<file path="src/rtl/lmg_move_sequencer.sv">
// lmg_move_sequencer: runs one legal-move-generation pass and writes the result list to RAM.
// Latency: 1 POP + 1 LATCH + SCAN cycles per FIFO word, plus HDR and TERM.
//          SCAN costs 8 cycles per word, or max(k,1) with LMG_SEQ_SKIP_INVALID_EN.
// Backpressure: none on the RAM side; FIFO pops only when lmg_fifo_empty is low.
//
// Optional build macro: LMG_SEQ_SKIP_INVALID_EN. When defined, SCAN visits only
// the valid slots of each word via a priority encoder. RAM contents, move_count
// and overflow are the same in both builds; only the cycle counts differ.
//
// Ports:
//   clk, reset        clock; synchronous active-low reset
//   start, board_in   level start (rising edge launches a pass), board to load
//   busy, done        pass in progress / pass finished (held until start drops)
//   move_count        moves written, valid with done
//   overflow          more than MAX_MOVES valid moves were offered, valid with done
//   lmg_reset         one-cycle LMG reset pulse
//   lmg_bstate        registered board copy driven to the LMG
//   lmg_done          LMG finished generating
//   lmg_rden          one-cycle FIFO pop; data valid on lmg_fifo_out one cycle later
//   lmg_fifo_out      FIFO word, SLOTS slots of SLOT_WIDTH bits (MSB = invalid)
//   lmg_fifo_empty    FIFO empty
//   ram_wraddr/ram_data/ram_wren  result RAM write port

module lmg_move_sequencer #(
    parameter int ADDR_WIDTH = 15,
    parameter int DATA_WIDTH = 32,
    parameter int SLOT_WIDTH = 19,
    parameter int SLOTS      = 8,
    parameter int BASE_ADDR  = 16,
    parameter int MAX_MOVES  = 255
) (
    input  logic                          clk,
    input  logic                          reset,
    input  logic                          start,
    input  logic [255:0]                  board_in,
    output logic                          busy,
    output logic                          done,
    output logic [7:0]                    move_count,
    output logic                          overflow,
    output logic                          lmg_reset,
    output logic [255:0]                  lmg_bstate,
    input  logic                          lmg_done,
    output logic                          lmg_rden,
    input  logic [SLOTS*SLOT_WIDTH-1:0]   lmg_fifo_out,
    input  logic                          lmg_fifo_empty,
    output logic [ADDR_WIDTH-1:0]         ram_wraddr,
    output logic [DATA_WIDTH-1:0]         ram_data,
    output logic                          ram_wren
);

    localparam int MOVE_W = SLOT_WIDTH - 1;
    localparam int IDX_W  = (SLOTS > 1) ? $clog2(SLOTS) : 1;
    localparam int WORD_W = SLOTS * SLOT_WIDTH;

    localparam logic [7:0]            MAX_C    = 8'(MAX_MOVES);
    localparam logic [ADDR_WIDTH-1:0] HDR_A    = ADDR_WIDTH'(BASE_ADDR);
    localparam logic [ADDR_WIDTH-1:0] LIST_A   = ADDR_WIDTH'(BASE_ADDR + 1);

    typedef enum logic [2:0] {
        S_IDLE,
        S_WAIT_DONE,
        S_POP,
        S_LATCH,
        S_SCAN,
        S_HDR,
        S_TERM,
        S_DONE
    } state_t;

    state_t                  state_q;
    logic                    start_prev_q;
    logic [WORD_W-1:0]       word_q;
    logic [7:0]              count_q;
    logic                    ovf_q;

    // Registered outputs
    logic                    busy_q;
    logic                    done_q;
    logic [7:0]              move_count_q;
    logic                    overflow_q;
    logic                    lmg_reset_q;
    logic [255:0]            lmg_bstate_q;
    logic                    lmg_rden_q;
    logic [ADDR_WIDTH-1:0]   ram_wraddr_q;
    logic [DATA_WIDTH-1:0]   ram_data_q;
    logic                    ram_wren_q;

    // Slot unpacking of the latched word and of the live FIFO output
    logic [SLOTS-1:0]        word_inv;
    logic [SLOTS-1:0]        fifo_inv;
    logic [MOVE_W-1:0]       word_mv [SLOTS];

    for (genvar g = 0; g < SLOTS; g++) begin : g_slot
        assign word_inv[g] = word_q[g*SLOT_WIDTH + MOVE_W];
        assign fifo_inv[g] = lmg_fifo_out[g*SLOT_WIDTH + MOVE_W];
        assign word_mv[g]  = word_q[g*SLOT_WIDTH +: MOVE_W];
    end

    // Per-cycle SCAN selection: which slot, whether it holds a move, and
    // whether this is the last SCAN cycle for the current word.
    logic [IDX_W-1:0]        scan_idx;
    logic                    scan_hit;
    logic                    scan_last;
    logic [MOVE_W-1:0]       scan_move;

`ifdef LMG_SEQ_SKIP_INVALID_EN
    // Mask of valid slots not yet written for the current word.
    logic [SLOTS-1:0]        pend_q;
    logic [SLOTS-1:0]        pend_d;

    always_comb begin
        scan_idx = '0;
        // Descending loop so the lowest pending slot wins.
        for (int i = SLOTS - 1; i >= 0; i--) begin
            if (pend_q[i]) begin
                scan_idx = IDX_W'(i);
            end
        end
        scan_hit  = |pend_q;
        pend_d    = pend_q & ~(SLOTS'(1) << scan_idx);
        scan_last = (pend_d == '0);
    end
`else
    localparam logic [IDX_W-1:0] LAST_IDX = IDX_W'(SLOTS - 1);

    logic [IDX_W-1:0]        slot_q;
    logic [IDX_W-1:0]        slot_d;

    always_comb begin
        scan_idx  = slot_q;
        scan_hit  = ~word_inv[slot_q];
        scan_last = (slot_q == LAST_IDX);
        slot_d    = slot_q + IDX_W'(1);
    end
`endif

    assign scan_move = word_mv[scan_idx];

    // Header / terminator addressing relative to the current count
    logic [ADDR_WIDTH-1:0]   list_addr;
    assign list_addr = LIST_A + {{(ADDR_WIDTH-8){1'b0}}, count_q};

    always_ff @(posedge clk) begin
        if (!reset) begin
            state_q      <= S_IDLE;
            start_prev_q <= 1'b0;
            word_q       <= '0;
            count_q      <= '0;
            ovf_q        <= 1'b0;
`ifdef LMG_SEQ_SKIP_INVALID_EN
            pend_q       <= '0;
`else
            slot_q       <= '0;
`endif
            busy_q       <= 1'b0;
            done_q       <= 1'b0;
            move_count_q <= '0;
            overflow_q   <= 1'b0;
            lmg_reset_q  <= 1'b0;
            lmg_bstate_q <= '0;
            lmg_rden_q   <= 1'b0;
            ram_wraddr_q <= '0;
            ram_data_q   <= '0;
            ram_wren_q   <= 1'b0;
        end else begin
            start_prev_q <= start;
            // Pulse outputs default low; states that need them raise them.
            lmg_reset_q  <= 1'b0;
            lmg_rden_q   <= 1'b0;
            ram_wren_q   <= 1'b0;

            case (state_q)
                S_IDLE: begin
                    if (start && !start_prev_q) begin
                        lmg_bstate_q <= board_in;
                        lmg_reset_q  <= 1'b1;
                        busy_q       <= 1'b1;
                        count_q      <= '0;
                        ovf_q        <= 1'b0;
                        state_q      <= S_WAIT_DONE;
                    end
                end

                S_WAIT_DONE: begin
                    if (lmg_done) begin
                        if (lmg_fifo_empty) begin
                            state_q <= S_HDR;
                        end else begin
                            lmg_rden_q <= 1'b1;
                            state_q    <= S_POP;
                        end
                    end
                end

                // lmg_rden is high during this cycle; FIFO data follows in LATCH.
                S_POP: begin
                    state_q <= S_LATCH;
                end

                S_LATCH: begin
                    word_q <= lmg_fifo_out;
`ifdef LMG_SEQ_SKIP_INVALID_EN
                    pend_q <= ~fifo_inv;
`else
                    slot_q <= '0;
`endif
                    // An all-invalid word marks the end of the move list.
                    if (&fifo_inv) begin
                        state_q <= S_HDR;
                    end else begin
                        state_q <= S_SCAN;
                    end
                end

                S_SCAN: begin
                    if (scan_hit) begin
                        if (count_q < MAX_C) begin
                            ram_wraddr_q <= list_addr;
                            ram_data_q   <= {{(DATA_WIDTH-MOVE_W){1'b0}}, scan_move};
                            ram_wren_q   <= 1'b1;
                            count_q      <= count_q + 8'd1;
                        end else begin
                            ovf_q <= 1'b1;
                        end
                    end
`ifdef LMG_SEQ_SKIP_INVALID_EN
                    pend_q <= pend_d;
`else
                    slot_q <= slot_d;
`endif
                    if (scan_last) begin
                        if (lmg_fifo_empty) begin
                            state_q <= S_HDR;
                        end else begin
                            lmg_rden_q <= 1'b1;
                            state_q    <= S_POP;
                        end
                    end
                end

                S_HDR: begin
                    ram_wraddr_q <= HDR_A;
                    ram_data_q   <= {{(DATA_WIDTH-8){1'b0}}, count_q};
                    ram_wren_q   <= 1'b1;
                    state_q      <= S_TERM;
                end

                // Terminator sits right after the last written move; at
                // saturation that is LIST_A + MAX_MOVES.
                S_TERM: begin
                    ram_wraddr_q <= list_addr;
                    ram_data_q   <= '0;
                    ram_wren_q   <= 1'b1;
                    done_q       <= 1'b1;
                    busy_q       <= 1'b0;
                    move_count_q <= count_q;
                    overflow_q   <= ovf_q;
                    state_q      <= S_DONE;
                end

                // Only a return of start to 0 leaves DONE, so a held start
                // can never relaunch a pass.
                S_DONE: begin
                    if (!start) begin
                        done_q       <= 1'b0;
                        move_count_q <= '0;
                        overflow_q   <= 1'b0;
                        state_q      <= S_IDLE;
                    end
                end

                default: begin
                    state_q <= S_IDLE;
                end
            endcase
        end
    end

    assign busy       = busy_q;
    assign done       = done_q;
    assign move_count = move_count_q;
    assign overflow   = overflow_q;
    assign lmg_reset  = lmg_reset_q;
    assign lmg_bstate = lmg_bstate_q;
    assign lmg_rden   = lmg_rden_q;
    assign ram_wraddr = ram_wraddr_q;
    assign ram_data   = ram_data_q;
    assign ram_wren   = ram_wren_q;

endmodule
</file>
<file path="config.mk">
export PLATFORM = sky130hd
export DESIGN_NAME = lmg_move_sequencer
export DESIGN_NICKNAME = d
export VERILOG_FILES = /design/src/rtl/lmg_move_sequencer.sv
export SDC_FILE = /design/constraint.sdc
export NUM_CORES = 1
export LEC_CHECK = 0
export BUFFER_PORTS_ARGS = -buffer_cell sky130_fd_sc_hd__buf_4
export CORE_AREA = 4 4 283 285
export CTS_CLUSTER_SIZE = 30
export DETAILED_ROUTE_END_ITERATION = 10
export DIE_AREA = 0 0 287 289
export GPL_ROUTABILITY_DRIVEN = 0
export PLACE_DENSITY_LB_ADDON = 0.12
export SKIP_CTS_REPAIR_TIMING = 1
export SLEW_MARGIN = 20
export SYNTH_ARGS = -nofsm -noshare
export SYNTH_HDL_FRONTEND = slang
export SYNTH_SLANG_ARGS = --single-unit
</file>
<file path="constraint.sdc">
create_clock -name clk -period 2.45 [get_ports clk]
set_input_delay 0.3675 -clock clk [delete_from_list [all_inputs] [get_ports clk]]
set_output_delay 0.3675 -clock clk [all_outputs]
set_load 0.05 [all_outputs]
</file>
==> key figures <==
Layout
  – Share of cells above drive strength 1: 0.3150
  – Multi-input gate area: 7657 µm²
  – Final net count: around 3200
  – Synthesis-to-finish area growth: 48.18%
  – Non-filler cells, final: 3931
  – Fill cell count: approximately 8000
  – Register area: between 9000 and 10000 µm²

Worst setup path
  – Critical path's slowest cell: dfxtp_1
  – Critical path endpoint: ram_data[17]$_SDFFE_PN0P_
  – Worst endpoint required time: around 3.0 ns
  – Critical Path Start: state_q[1]$_SDFFE_PN0P_
  – Worst stage delay on the critical path: 0.65 ns
  – Worst Setup End Kind: flop
  – Worst EP arrival: 2.71 ns
  – Crit-path cells: a21bo_2 > or2_2 > nand2_1 > o31ai_1
  – CP Max Fanout: 30
  – RR Startpoint: state_q[1]$_SDFFE_PN0P_
  – CP Class: reg -> reg
  – Worst r2r dst: ram_data[17]$_SDFFE_PN0P_
  – Crit. path cell count: 4
  – Critical path's top delay family: simple AND/OR/NAND/NOR gates
  – Crit path buffers/inverters: 0
  – Startpoint type of the worst setup path: flop
  – R2R depth: 4
  – R2r setup slk: around 0.24 ns

Synth
  – Commonest cells in the netlist: 838 x nand2_1, 465 x dfxtp_1, 412 x a21oi_1
  – Post-synth top area share: 0.5225
  – EDFF count, synth: 0
  – Netlist cell types: 54
  – Syn avg cell area: 8.233 µm²
  – Seq/Total Area, Yosys: 0.5225
  – Most common cell in the synthesized netlist: nand2_1
  – Largest family of logic cells by synthesized area: simple AND/OR/NAND/NOR gates
  – Synth area leader: dfxtp_1
  – Area contributors post-synth: dfxtp_1 52%, nand2_1 18%, a21oi_1 12%
  – Compound-Gate Fraction of Synth Area: 0.1520
  – Netlist Area Pre-Place: between 15000 and 20000 µm²
  – Post-Synth Adder-Cell Area: 0.002107
  – Register bit total from synthesis: ~470
  – Synth Area in Simple Gates: 0.2079
  – Synth Instances: around 2200
  – Post-synthesis mux area share: 0.05927
  – Post-synth ARST share: 0
  – XOR/XNOR Fraction of Synth Area: 0.002950
  – Yosys warns: 0
  – Primary FF master, synth: dfxtp_1

CTS
  – Clk pin slew, worst setup/hold paths: 0.06 ns
  – H-Tree Depth: 2
  – Clock sink count: 465
  – Worst-skew pair later-pin latency: 0.59 ns
  – Root buf cell: clkbuf_16
  – TritonCTS Buffers: 55
  – CTS tree: done
  – Max clock buf depth: 3

Global route
  – First-pass GRT wire length: approximately 110 mm
  – Total grt overflow: 0
  – Vias in the first global route: 17050
  – Initial antenna violation count: 21
  – Pin count of the biggest net entering global routing: 155
  – GRT Total Usage: 0.1770

Power and ir drop
  – Leakage: between 0.01 and 0.015 µW
  – Worst VDD drop: roughly 0.53 mV
  – Power per standard cell area: between 700 and 800 nW/µm²

STA
  – Worst-Margin Slew: approximately 0.85 ns
  – Post-route setup slack: 0.2361 ns
  – Final worst path period share: 0.9036
  – RSZ-0062 raised after global routing: false
  – Final min period: 2.214 ns
  – # setup viols final: 0
  – Final hold vios: 0
  – Clk_skew: approximately 0.015 ns
  – Max-slew violation count: 0
  – Fmax: between 400 and 500 MHz
  – Slew headroom: 0.4303
  – Final setup TNS: 0 ns

Floorplanning
  – IO Pins: 730
  – Num rows: around 100
  – Area of the die: between 80000 and 90000 µm²
  – Die X: about 290 µm
  – Starting Density: 0.2304
  – Core area: 77340 µm²
  – DIE HEIGHT: 289 µm

Drt
  – Routed via count: about 17000
  – WL/cell: approximately 20 µm
  – DRT Pass-1 Iters: 5
  – DRC: 0
  – 1st-iter DRT viols: between 700 and 800
  – Routed WL: 78.99 mm
  – Vias per cell: 4.408
  – Antenna Nets Post-Route: 0

Outcome
  – Status: complete, no violations

Placed design
  – Placed insts: roughly 3800
  – Dpl hpwl: around 60 mm
  – IO buf count: ~700
  – Setup slack at placement: ~0.24 ns

Flow run
  – Max-cap violation count: 0

Hold path
  – Worst hold path type: in -> reg
per-stage QoR:
step	power (µW)	util	instance area [µm²]	hold slack (ns)
2_1_floorplan	10250	-	17890	0.4331
3_3_place_gp	11730	0.3138	24270	0.4390
3_5_place_dp	11750	0.3138	24270	0.4451
4_1_cts	20280	0.3378	26130	-0.03158
5_1_grt	20800	0.3413	26390	0.0001169
6_report	19980	0.3414	26400	0.02117
layer usage:
metal,GRT usage,share of wire,vias up
met5,0,0.00062,-
met4,0.07139,0.030,8
li1,-,-,8512
met3,0.05681,0.073,109
met2,0.3041,0.50,511
met1,0.2043,0.39,8187
power breakdown:
part | switching, µW | internal, µW
clock network | 3300 | 5090
registers | 183 | 7900
logic | 2310 | 1190
state kept, by name, indices dropped and copies added (netlist names), 3 cells and up:
register    flops
lmg_bstate    256
word_q        152
ram_data       18
ram_wraddr      9
count_q         8
move_count      8
scan_idx        3
state_q         3
worst register-to-register path: cells and delay by family (launching register included):
family           cells  cell delay [ns]
AO/OA/AOI/OAI        2             0.59
flip-flops           1             0.65
AND/OR/NAND/NOR      2             0.89
cells in the final DEF (no fill, tap or decap), types with 4 or more instances in the layout:
cell,n
nand2_1,838
buf_4,739
dfxtp_1,463
a21oi_1,412
clkbuf_16,57
mux4_2,36
nor2_1,24
mux2i_1,23
dlygate4sd3_1,23
nand3_1,21
buf_12,21
conb_1,20
diode_2,18
o31ai_1,17
clkbuf_1,16
clkbuf_8,14
nand4b_1,12
a22oi_1,11
o22ai_1,9
a31oi_1,9
a32oi_1,9
o21ai_0,8
clkinv_2,7
and3_1,6
nor2b_1,4
nand2b_1,4
o31ai_2,4
bufinv_16,4
worst min-delay path by stage:
stage | slack [ns] | startpoint | depth (start not counted) | endpoint
floorplan | 0.43 | word_q[114]$_SDFFE_PN0P_ | 2 | word_q[114]$_SDFFE_PN0P_
global placement | 0.44 | word_q[115]$_SDFFE_PN0P_ | 2 | word_q[115]$_SDFFE_PN0P_
detailed placement | 0.45 | word_q[48]$_SDFFE_PN0P_ | 2 | word_q[48]$_SDFFE_PN0P_
CTS | -0.03 | board_in[88] | 3 | lmg_bstate[88]$_SDFFE_PN0P_
global route | 0.0001 | board_in[219] | 3 | lmg_bstate[219]$_SDFFE_PN0P_
finish | 0.02 | board_in[91] | 3 | lmg_bstate[91]$_SDFFE_PN0P_
cells by family (layout without fill, tap and decap cells):
group,count (synthesis),count (layout)
muxes,60,60
xor gates and xnor gates,6,6
adders and majority gates,3,3
buffers and inverters,199,889
and+or+nand+nor,934,934
other,1,38
DFF,465,465
AOI/OAI and AO/OA,496,496
layout make-up:
cell class,instances,share of cell area
Clock buffer,87,0.06360
Sequential cell,465,0.3528
Inverter,5,0.0009953
Multi-Input combinational cell,1519,0.2900
Clock inverter,14,0.006777
Timing Repair Buffer,783,0.2348
Antenna cell,18,0.001706
Tap cell,1040,0.04929
Power figures use the tool's default switching activity.
